$ cat src/rtl/add_arb_pkg.sv
// Shared configuration for the add_arb slice: default widths, stage records and the id-width helper.
// Optional build macro: ADD_ARB_PRIO_EN (fixed priority for requester 0).
package add_arb_pkg;

  localparam int XLEN = 32;
  localparam int NREQ = 4;

  function automatic int id_width(input int n);
    return (n > 1) ? $clog2(n) : 1;
  endfunction

  localparam int ID_W = id_width(NREQ);

  typedef struct packed {
    logic            valid;
    logic [ID_W-1:0] id;
    logic            op;
    logic [XLEN-1:0] data0;
    logic [XLEN-1:0] data1;
  } s1_t;

  typedef struct packed {
    logic            valid;
    logic [ID_W-1:0] id;
    logic [XLEN-1:0] result;
  } s2_t;

endpackage

$ cat src/rtl/add_arb_add.sv
// Combinational add/subtract unit; the result wraps modulo 2^XLEN and has no carry out.
module add #(
  parameter int XLEN = 32
) (
  input  logic [XLEN-1:0] data0,
  input  logic [XLEN-1:0] data1,
  input  logic            op,
  output logic [XLEN-1:0] result
);

  assign result = op ? (data0 - data1) : (data0 + data1);

endmodule

$ cat src/rtl/add_arb_rr_arbiter.sv
// Round-robin arbiter: the first set request at or after ptr (wrapping) receives a one-hot grant.
module rr_arbiter #(
  parameter int NREQ = 4,
  parameter int IDW  = 2
) (
  input  logic [NREQ-1:0] req,
  input  logic [IDW-1:0]  ptr,
  output logic [NREQ-1:0] grant
);

  always_comb begin
    int   idx;
    logic found;
    grant = '0;
    found = 1'b0;
    idx   = 0;
    for (int k = 0; k < NREQ; k++) begin
      idx = int'(ptr) + k;
      if (idx >= NREQ) idx = idx - NREQ;
      if (!found && req[idx]) begin
        grant[idx] = 1'b1;
        found      = 1'b1;
      end
    end
  end

endmodule

$ cat src/rtl/add_arb.sv
// Shares one add unit among NREQ requesters through a two-stage pipeline with round-robin grant.
// Build macro ADD_ARB_PRIO_EN gives requester 0 absolute priority over the rotating pointer.
module add_arb
  import add_arb_pkg::*;
#(
  parameter int XLEN = add_arb_pkg::XLEN,
  parameter int NREQ = add_arb_pkg::NREQ,
  localparam int IDW = id_width(NREQ)
) (
  input  logic                 clock,
  input  logic                 reset,
  input  logic [NREQ-1:0]      req_valid,
  output logic [NREQ-1:0]      req_ready,
  input  logic [NREQ-1:0]      req_op,
  input  logic [NREQ*XLEN-1:0] req_data0,
  input  logic [NREQ*XLEN-1:0] req_data1,
  output logic                 rsp_valid,
  input  logic                 rsp_ready,
  output logic [IDW-1:0]       rsp_id,
  output logic [XLEN-1:0]      rsp_result
);

  typedef struct packed {
    logic            valid;
    logic [IDW-1:0]  id;
    logic            op;
    logic [XLEN-1:0] data0;
    logic [XLEN-1:0] data1;
  } s1_stage_t;

  typedef struct packed {
    logic            valid;
    logic [IDW-1:0]  id;
    logic [XLEN-1:0] result;
  } s2_stage_t;

  s1_stage_t       s1;
  s2_stage_t       s2;
  logic [IDW-1:0]  ptr;
  logic [IDW-1:0]  ptr_next;
  logic [IDW-1:0]  gnt_id;
  logic [NREQ-1:0] rr_req;
  logic [NREQ-1:0] rr_grant;
  logic [NREQ-1:0] grant;
  logic [XLEN-1:0] sum;
  logic            stall;
  logic            accept;
  logic            take;

  assign stall  = s2.valid & ~rsp_ready;
  assign accept = ~s1.valid | ~stall;

`ifdef ADD_ARB_PRIO_EN
  // Requester 0 bypasses the rotation; the others rotate among themselves.
  assign rr_req = req_valid & ~NREQ'(1);
  assign grant  = req_valid[0] ? NREQ'(1) : rr_grant;
`else
  assign rr_req = req_valid;
  assign grant  = rr_grant;
`endif

  rr_arbiter #(
    .NREQ(NREQ),
    .IDW (IDW)
  ) u_arb (
    .req  (rr_req),
    .ptr  (ptr),
    .grant(rr_grant)
  );

  add #(
    .XLEN(XLEN)
  ) u_add (
    .data0 (s1.data0),
    .data1 (s1.data1),
    .op    (s1.op),
    .result(sum)
  );

  always_comb begin
    gnt_id = '0;
    for (int i = 0; i < NREQ; i++) begin
      if (grant[i]) gnt_id = IDW'(i);
    end
  end

  assign take      = accept & (|grant) & ~reset;
  assign req_ready = take ? grant : '0;

  // Pointer moves just past the winner; with priority enabled it never rests on requester 0.
  always_comb begin
    ptr_next = ptr;
    if (take) begin
      ptr_next = (gnt_id == IDW'(NREQ - 1)) ? '0 : gnt_id + IDW'(1);
`ifdef ADD_ARB_PRIO_EN
      if (NREQ > 1) begin
        if (gnt_id == '0) ptr_next = (ptr == '0) ? IDW'(1) : ptr;
        else if (ptr_next == '0) ptr_next = IDW'(1);
      end
`endif
    end
  end

  always_ff @(posedge clock) begin
    if (reset) begin
      s1  <= '0;
      s2  <= '0;
      ptr <= '0;
    end else begin
      ptr <= ptr_next;
      if (accept) begin
        s1.valid <= take;
        if (take) begin
          s1.id    <= gnt_id;
          s1.op    <= req_op[gnt_id];
          s1.data0 <= req_data0[gnt_id*XLEN +: XLEN];
          s1.data1 <= req_data1[gnt_id*XLEN +: XLEN];
        end
      end
      // S2 data only changes when a real operation moves in, keeping outputs quiet otherwise.
      if (!stall) begin
        s2.valid <= s1.valid;
        if (s1.valid) begin
          s2.id     <= s1.id;
          s2.result <= sum;
        end
      end
    end
  end

  assign rsp_valid  = s2.valid;
  assign rsp_id     = s2.id;
  assign rsp_result = s2.result;

endmodule

$ cat config.mk
export PLATFORM = sky130hd
export DESIGN_NAME = add_arb
export DESIGN_NICKNAME = d
export VERILOG_FILES = /design/src/rtl/add_arb_pkg.sv /design/src/rtl/add_arb_add.sv /design/src/rtl/add_arb_rr_arbiter.sv /design/src/rtl/add_arb.sv
export SDC_FILE = /design/constraint.sdc
export NUM_CORES = 1
export LEC_CHECK = 0
export ABC_AREA = 1
export CAP_MARGIN = 20
export CORE_MARGIN = 4
export CORE_UTILIZATION = 53
export CTS_CLUSTER_SIZE = 25
export DETAILED_ROUTE_END_ITERATION = 12
export GPL_ROUTABILITY_DRIVEN = 0
export MAX_ROUTING_LAYER = met4
export PLACE_DENSITY = 0.95
export SETUP_SLACK_MARGIN = 0.1
export SYNTH_ARGS = -nofsm -noshare
export SYNTH_HDL_FRONTEND = slang
export SYNTH_HIERARCHICAL = 1
export SYNTH_SLANG_ARGS = --single-unit
$ cat constraint.sdc
create_clock -name clock -period 6.3 [get_ports clock]
set_clock_uncertainty 0.1 [all_clocks]
set_input_delay 1.26 -clock clock [delete_from_list [all_inputs] [get_ports clock]]
set_output_delay 1.26 -clock clock [all_outputs]
set_load 0.05 [all_outputs]
==> results of run 1 <==
-- sequential cells by signal, summed over array words and instances, names as in the netlist --
register / count
s1: 68
rsp_result: 32
ptr: 2
rsp_id: 2
rsp_valid: 1
-- worst paths after layout --
path	cells after the start	slack, ns	endpoint
max	14	1.29	req_ready[3]
min	2	0.37	s1[32]$_SDFFE_PP0P_
max reg2reg	18	2.02	s1[46]$_SDFFE_PP0P_
min reg2reg	2	0.37	s1[32]$_SDFFE_PP0P_
-- synth_stat cells, types with 4 or more instances --
master,count
nand3_2,4
a21oi_1,25
clkbuf_1,36
nand2_4,4
o21ai_0,52
xnor2_1,12
dfxtp_1,105
buf_4,10
nand2_1,627
inv_1,281
buf_1,5
buf_2,24
or2_1,43
xor2_1,30
nor2_2,8
nand2_2,19
nor2_1,350
inv_2,12
ha_1,41
or2_2,16
o21ai_1,13
nor3_1,5
nand3_1,198
-- placed cells by master (no fill, tap or decap), drive strengths merged, types with 6 or more instances in the layout --
cell type / count
nand2: 650
nor2: 361
clkdlybuf4s50: 301
inv: 296
nand3: 202
dfxtp: 105
o21ai: 65
or2: 60
ha: 41
xor2: 30
a21oi: 26
buf: 15
xnor2: 12
clkbuf: 9
nor3: 6
-- power groups by stage --
| stage | registers (mW) | clock network (mW) | logic, mW |
|---|---|---|---|
| floorplan | 1.50 | 0 | 4.79 |
| global placement | 1.24 | 0 | 6.57 |
| detailed placement | 1.25 | 0 | 6.76 |
| CTS | 1.24 | 0.560 | 6.80 |
| global route | 1.28 | 0.592 | 7.68 |
| finish | 1.25 | 0.555 | 6.91 |
-- worst register-to-register path, stage by stage, from the launching register on --
cell	delay, ns
dfxtp_1	0.63
inv_2	0.21
ha_1	0.39
inv_1	0.09
nand3_1	0.10
nand2_1	0.11
nand2_4	0.11
inv_2	0.05
nand3_1	0.07
nand3_1	0.17
inv_2	0.15
buf_4	0.62
nand2_4	0.59
buf_12	0.43
nand2_1	0.09
nand2_1	0.08
nand2_1	0.07
nand3_1	0.08
nand2_1	0.09
-- layout make-up --
cell class	count	area, µm²	share of cell area [%]
clock inverter	7	72.57	0.5280
sequential	105	2102	15.29
inverter	293	1100	8.003
tap	260	325.3	2.367
clock buffer	9	225.2	1.639
multi-input combinational	1460	6780	49.34
timing repair buffer	316	3138	22.83
-- cell families (layout without fill, tap and decap cells) --
group	count (synthesis)	count (layout)	synth area share, %
and+or+nand+nor	1282	1282	52.03
buffers and inverters	370	625	14.24
DFF	105	105	20.35
AOI/OAI and AO/OA	94	94	4.663
adders and majority gates	42	42	5.159
xor gates and xnor gates	42	42	3.561
-- metal layers --
| layer | GRT usage, % | wire, µm |
|---|---|---|
| met2 | 53.20 | 16610 |
| met5 | - | 0 |
| met3 | 4.353 | 3023 |
| met1 | 37.72 | 13570 |
| met4 | 12.40 | 1438 |
-- per-stage QoR --
step	setup slack, ns	instances
global placement	1.436	2434
global route	1.082	2450
CTS	1.329	2450
floorplan	1.819	1935
finish	1.289	2450
detailed placement	1.352	2434
==> run_results.csv, run 1 <==
group,metric,value,unit
logic_synthesis,post_synth.cell_area_avg,5.339,µm²
detailed_routing,antenna_left,0,
detailed_routing,wl,34.64,mm
global_routing,grt_pass1_vias,11610,
global_routing,overflow,0,
cts,cts_max_level,3,
power_and_ir_drop,combPwrFrac,79.3,%
final_layout,drive_gt1_share,4.658,%
job,maxCapViolCount,0,
final_layout,final_core_util,72.50,%
cts,post_cts_buffers,0,
sta,setup_viol,0,
final_layout,stdcell_area,13740,µm²
sta,slew-limit-headroom,37.92,%
power_and_ir_drop,p_int,3.498,mW
place,place_area,13450,µm²
sta,tightestPinTransition,0.9313,ns
floorplanning,die-area,21790,µm²
logic_synthesis,yosys_warnings,6,
final_layout,fill_cells,1570,
cts,cts_made_buffers,9,
logic_synthesis,yosysTopAreaCell,"nand2_1",
critical_path,arrival,3.65,ns
power_and_ir_drop,p_leak,7.431,nW
cts,insertion_delay,0.37,ns
floorplanning,io_pins,306,
final_layout,nNetsFinal,2494,
detailed_routing,viasPerCell,5.187,
logic_synthesis,synth.area.top_cells,"nand2_1 (23%), dfxtp_1 (20%), nor2_1 (13%)",
detailed_routing,routedWlPerCell,14.14,µm
detailed_routing,drtIter0Drc,1107,
cts,cts_tree,"yes",
place,port_buffers,305,
power_and_ir_drop,pwr-share-clk,6.4,%
logic_synthesis,synth.distinct_cells,33,
critical_path,crit_type,"input pin to output port",
place,hpwl,27.64,mm
logic_synthesis,synth_cells,1935,
detailed_routing,first_pass_iters,7,
logic_synthesis,synthArstFlopShare,0,%
power_and_ir_drop,seq_power_share,14.3,%
logic_synthesis,synth_area,10330,µm²
sta,fin_hold_ws,0.3744,ns
logic_synthesis,yosysTopAreaCellShare,22.78,%
logic_synthesis,synth-seq-area-share,20.35,%
floorplanning,core,18960,µm²
power_and_ir_drop,power.total,8.714,mW
floorplanning,die_w,147.6,µm
global_routing,grt_pass1_wl,54.98,mm
sta,min_period,5.011,ns
global_routing,grt_util_all_layers,31.37,%
global_routing,grt_max_degree,104,
final_layout,synthToLayoutAreaGrowth,33.03,%
floorplanning,row_count,50,
critical_path,cp_slowest_cell,"clkdlybuf4s50_1",
cts,clock_path_buffers,2,
critical_path,cp_max_fo,26,
critical_path,worstSetupStartpoint,"req_valid[0]",
cts,clockRootBuffer,"clkbuf_16",
critical_path,path_cells,"clkdlybuf4s50_1 -> inv_1 -> nand2_1 -> nand3_1 -> nand2_1 -> nand3_1 -> nand2_1 -> inv_1 -> nand3_1 -> nor2_4 -> nand3_1 -> nand3_2 -> nor2_1 -> buf_4",
power_and_ir_drop,netSwitchingPower,5.215,mW
worst_hold_path,worstHoldStart,"s1[32]$_SDFFE_PP0P_",
sta,rsz0062_at_grt,"no",
status,status,"complete, no violations",
sta,timing.final.crit_share,79.54,%
critical_path,path_buf_inv,4,
worst_hold_path,hold_path.class,"register to register",
cts,cts.clk_slew.worst_paths,0.07,ns
critical_path,r2r_start,"ptr[0]$_SDFFE_PP0P_",
detailed_routing,route.detailed.drc,0,
cts,postCtsResizedCells,0,
logic_synthesis,synth_fp_nets,2244,
critical_path,worstPathRequired,4.94,ns
floorplanning,start_util,54.50,%
critical_path,crit_top_cell,"nand3_1",
sta,fmax,0.1996,GHz
power_and_ir_drop,p_sw_share,59.85,%
logic_synthesis,synth_edf_count,0,
critical_path,crit_path_max_incr_delay,0.51,ns
final_layout,diodes,0,
logic_synthesis,ys_ff_latch,105,
logic_synthesis,synth_flop_cell,"dfxtp_1",
critical_path,worst_setup_path_start_kind,"input pin",
power_and_ir_drop,ir_drop,0.4276,mV
cts,holdBufCountCts,0,
floorplanning,die_h,147.6,µm
critical_path,crit_family,"simple AND/OR/NAND/NOR gates",
sta,hold_viol,0,
detailed_routing,via_count,12710,
critical_path,worstSetupEndpointType,"output port",
sta,drv_slew,0,
cts,clock_sinks,105,
global_routing,antenna_found_initial,0,
sta,setup_tns,0,ns
power_and_ir_drop,p_per_area,634.0,nW/µm²
(Power assumes the default switching activity.)
==> run 2: changes to the inputs <==
Settings changed: CORE_UTILIZATION 53 to 49, PLACE_DENSITY 0.95 to 0.91.
Clock period 6.3 ns to 4.85 ns, I/O delays scaled along.
==> run 2 against run 1 <==
First-iteration DRC count rose by 4.7%; worst hold slack barely moved; global-route usage is 2.1 points lower; die area grew 7.7%; register-to-register slack worse by 1.0 ns; largest cell class unchanged.
==> run_results.csv, run 2 (synthesized netlist as in run 1, its figures left out) <==
group,metric,value,unit
power_and_ir_drop,ir_drop,0.4910,mV
worst_hold_path,hold_path.class,"register to register",
floorplanning,core,20490,µm²
final_layout,synthToLayoutAreaGrowth,33.80,%
place,hpwl,28.17,mm
sta,fmax,0.2409,GHz
worst_hold_path,hold_end,"rsp_id[0]$_SDFFE_PP0P_",
critical_path,crit_type,"input pin to output port",
global_routing,grt_util_all_layers,29.22,%
final_layout,fill_cells,1792,
critical_path,r2r-end,"ptr[0]$_SDFFE_PP0P_",
worst_hold_path,hold_depth,2,
detailed_routing,route.detailed.drc,0,
sta,fin_hold_ws,0.3748,ns
detailed_routing,wl,34.48,mm
sta,slew-limit-headroom,37.89,%
critical_path,reg2regPathDepth,18,
job,maxCapViolCount,0,
place,place_area,13540,µm²
final_layout,final_common_cell,"nand2_1",
final_layout,drive_gt1_share,4.745,%
critical_path,r2r_start,"ptr[0]$_SDFFE_PP0P_",
sta,tightestPinTransition,0.9316,ns
critical_path,cp_max_fo,8,
sta,hold_viol,0,
global_routing,grt_pass1_wl,55.57,mm
power_and_ir_drop,power.total,11.33,mW
final_layout,regMostFlops,"s1",
cts,clock_path_buffers,2,
power_and_ir_drop,p_leak,7.450,nW
global_routing,antenna_found_initial,1,
worst_hold_path,worstHoldStart,"s1[65]$_SDFFE_PP0P_",
place,port_buffers,305,
sta,rsz0062_at_grt,"no",
sta,setup_viol,0,
final_layout,final_cell_mix,"nand2_1 (626), nor2_1 (350), clkdlybuf4s50_1 (301)",
power_and_ir_drop,p_per_area,819.9,nW/µm²
cts,cts.clk_slew.worst_paths,0.07,ns
floorplanning,die-area,23470,µm²
final_layout,final_core_util,67.45,%
floorplanning,row_count,52,
final_layout,stdcell_area,13820,µm²
critical_path,worstPathRequired,3.78,ns
detailed_routing,antenna_left,0,
detailed_routing,drtIter0Drc,1159,
floorplanning,die_w,153.2,µm
cts,clockRootBuffer,"clkbuf_16",
cts,postCtsResizedCells,0,
detailed_routing,first_pass_iters,6,
critical_path,regToRegSetupSlack,1.01,ns
cts,post_cts_buffers,0,
detailed_routing,viasPerCell,5.145,
cts,insertion_delay,0.36,ns
cts,cts_made_buffers,9,
critical_path,worst_setup_path_start_kind,"input pin",
critical_path,path_cells,"clkdlybuf4s50_1 -> nand2_1 -> nand3_2 -> nand2_4 -> nand2_4 -> nor2_4 -> nand2_1 -> nand3_1 -> nor2_4 -> nand3_1 -> nand3_2 -> nor2_1 -> buf_12",
cts,cts_tree,"yes",
cts,cts_max_level,3,
critical_path,cp_slowest_cell,"clkdlybuf4s50_1",
detailed_routing,via_count,12670,
floorplanning,die_h,153.2,µm
sta,setup_tns,0,ns
global_routing,grt_pass1_vias,11800,
critical_path,worstSetupEndpointType,"output port",
final_layout,nNetsFinal,2496,
cts,clock_sinks,105,
status,status,"complete, no violations",
global_routing,overflow,0,
sta,drv_slew,0,
final_layout,largest_reg_flops,68,
detailed_routing,routedWlPerCell,14.00,µm
cts,holdBufCountCts,0,
sta,min_period,4.151,ns
floorplanning,start_util,50.41,%
global_routing,grt_max_degree,103,
sta,timing.final.crit_share,85.59,%
floorplanning,io_pins,306,
critical_path,arrival,3.08,ns
critical_path,crit_path_max_incr_delay,0.46,ns
run 2: worst max-delay path by stage:
stage	start	to	slack (ns)	cells after the start
global route	ptr[0]$_SDFFE_PP0P_	req_ready[3]	0.50	14
finish	req_valid[3]	req_ready[3]	0.70	13
CTS	req_valid[3]	req_ready[3]	0.74	13
detailed placement	req_valid[3]	ptr[0]$_SDFFE_PP0P_	0.64	17
global placement	req_valid[3]	ptr[0]$_SDFFE_PP0P_	0.75	17
floorplan	req_valid[3]	req_ready[0]	0.95	13
run 2: layer usage:
metal  wire length [µm]  vias to the layer above  track usage [%]
met5                  0                        -                -
met4               1815                        0            13.62
met3               3139                      128            5.174
met2              15880                      635            47.44
met1              13650                     5579            35.30
li1                   -                     6329                -
run 2: critical path, delay by kind of cell:
family | cells | cell delay [ns]
buf+inv | 2 | 0.64
simple gates | 11 | 1.44
run 2: per-stage QoR:
stage          std cells  setup slack, ns
2_1_floorplan       1935           0.9494
3_3_place_gp        2446           0.7518
3_5_place_dp        2446           0.6392
4_1_cts             2462           0.7382
5_1_grt             2463           0.5044
6_report            2463           0.6990
run 2: area by class of cell:
class | count | area (µm²) | area share (%)
multi-input cells | 1460 | 6780 | 49.05
well taps | 270 | 337.8 | 2.444
inverters | 293 | 1100 | 7.956
repair buffers | 318 | 3216 | 23.26
flip-flops and latches | 105 | 2102 | 15.21
diodes | 1 | 2.502 | 0.01810
clock inverters | 7 | 60.06 | 0.4345
clock buffers | 9 | 225.2 | 1.629
run 2: report_power, final:
group / internal [mW] / switching, mW / leakage, nW
registers: 1.27 / 0.333 / 0.872
logic: 2.97 / 6.05 / 6.44
clock network: 0.358 / 0.356 / 0.136
==> run 3: changes to the inputs <==
Settings changed: CORE_MARGIN 4 to 2.
==> run 3 against run 2 <==
Sequential share of layout area barely moved; worst hold slack got worse by 0.020 ns; die area fell by 5.2%; critical path type is now register to output port; highest routed layer unchanged.
==> run_results.csv, run 3 (synthesized netlist as in run 1, its figures left out) <==
group,metric,value,unit
sta,fin_hold_ws,0.3552,ns
cts,postCtsResizedCells,0,
cts,cts.clk_slew.worst_paths,0.07,ns
place,place_inst,2452,
power_and_ir_drop,pwr-share-clk,6.6,%
power_and_ir_drop,p_leak,7.455,nW
global_routing,antenna_found_initial,0,
sta,rsz0062_at_grt,"no",
power_and_ir_drop,p_sw_share,59.52,%
floorplanning,die_w,149.2,µm
final_layout,diodes,0,
detailed_routing,via_count,12640,
cts,holdBufCountCts,0,
place,place_area,13540,µm²
sta,slew-limit-headroom,40.06,%
floorplanning,row_count,53,
detailed_routing,wl,34.22,mm
cts,cts_tree,"yes",
final_layout,largest_reg_flops,68,
job,maxCapViolCount,0,
critical_path,arrival,3.31,ns
final_layout,stdcell_area,13840,µm²
detailed_routing,first_pass_iters,6,
global_routing,overflow,0,
sta,tightestPinTransition,0.8991,ns
floorplanning,start_util,49.46,%
sta,timing.final.crit_share,90.32,%
global_routing,grt_pass1_wl,54.92,mm
sta,drv_slew,0,
final_layout,drive_gt1_share,4.788,%
global_routing,grt_util_all_layers,31.22,%
cts,cts_max_level,3,
final_layout,regMostFlops,"s1",
cts,clockRootBuffer,"clkbuf_16",
sta,hold_viol,0,
final_layout,stdcell_count,2468,
place,port_buffers,305,
detailed_routing,routedWlPerCell,13.87,µm
critical_path,crit_type,"register to output port",
cts,clock_sinks,105,
sta,fmax,0.2283,GHz
floorplanning,core,20890,µm²
sta,setup_viol,0,
floorplanning,die-area,22260,µm²
detailed_routing,antenna_left,0,
final_layout,final_core_util,66.25,%
cts,cts_made_buffers,9,
global_routing,grt_max_degree,103,
sta,setup_tns,0,ns
sta,min_period,4.380,ns
detailed_routing,route.detailed.drc,0,
critical_path,worstPathRequired,3.78,ns
critical_path,worstSetupEndpointType,"output port",
status,status,"complete, no violations",
power_and_ir_drop,seq_power_share,13.9,%
power_and_ir_drop,netSwitchingPower,6.823,mW
critical_path,cp_max_fo,12,
place,pre_cts_slack,0.6064,ns
cts,clock_path_buffers,2,
power_and_ir_drop,p_per_area,828.2,nW/µm²
power_and_ir_drop,combPwrFrac,79.6,%
floorplanning,die_h,149.2,µm
global_routing,grt_pass1_vias,11500,
power_and_ir_drop,p_int,4.640,mW
final_layout,synthToLayoutAreaGrowth,33.96,%
final_layout,final_common_cell,"nand2_1",
cts,post_cts_buffers,0,
power_and_ir_drop,power.total,11.46,mW
final_layout,fill_cells,1853,
sta,timing.final.ws_setup,0.4696,ns
final_layout,final_cell_mix,"nand2_1 (626), nor2_1 (350), clkdlybuf4s50_1 (301)",
cts,insertion_delay,0.36,ns
detailed_routing,viasPerCell,5.121,
worst_hold_path,hold_path.class,"register to register",
critical_path,worst_setup_path_start_kind,"register",
power_and_ir_drop,ir_drop,0.7284,mV
place,hpwl,27.30,mm
final_layout,nNetsFinal,2497,
detailed_routing,drtIter0Drc,1166,
floorplanning,io_pins,306,
[run 3: cell count changes in the layout (fill, tap and decap cells not counted)]
cell / before / now
inv_6: 2 / 1
buf_4: 11 / 13
buf_12: 6 / 5
clkinvlp_4: 2 / 3
inv_8: 2 / 1
diode_2: 1 / 0
bufinv_16: 0 / 1
[run 3: critical path, stage by stage, from the launching register on]
cell and delay, ns:
dfxtp_1 0.61, inv_2 0.20, ha_1 0.39, inv_1 0.12, nand3_1 0.11, nand2_1 0.13, nand2_4 0.07, nor2_4 0.14
nand2_1 0.07, nand3_1 0.16, nor2_4 0.06, nand3_1 0.08, nand3_2 0.17, nor2_1 0.44, buf_12 0.20
[run 3: layout make-up]
cell class | count | area [µm²] | area share [%]
Sequential cell | 105 | 2102 | 15.19
Clock inverter | 7 | 77.57 | 0.5605
Tap cell | 275 | 344.1 | 2.486
Clock buffer | 9 | 225.2 | 1.627
Inverter | 293 | 1100 | 7.947
Timing Repair Buffer | 319 | 3211 | 23.20
Multi-Input combinational cell | 1460 | 6780 | 48.99
[run 3: per-layer routing]
metal,global-route usage (%),vias to the layer above,wire length [µm]
li1,-,6319,-
met1,39.33,5538,14160
met2,51.31,663,15940
met3,3.853,118,2756
met4,11.76,0,1365
met5,-,-,0
[run 3: worst paths after layout]
path | startpoint | to | slack, ns | depth (start not counted)
max | ptr[0]$_SDFFE_PP0P_ | req_ready[3] | 0.47 | 14
min | s1[65]$_SDFFE_PP0P_ | rsp_id[0]$_SDFFE_PP0P_ | 0.36 | 2
max reg2reg | ptr[0]$_SDFFE_PP0P_ | ptr[0]$_SDFFE_PP0P_ | 1.09 | 18
min reg2reg | s1[65]$_SDFFE_PP0P_ | rsp_id[0]$_SDFFE_PP0P_ | 0.36 | 2
[run 3: power by group through the flow]
stage,Combinational [mW],Sequential [mW],Clock (mW)
floorplan,6.22,1.94,0
global placement,8.65,1.59,0
detailed placement,8.85,1.60,0
CTS,8.92,1.58,0.754
global route,10.1,1.63,0.781
finish,9.12,1.59,0.751
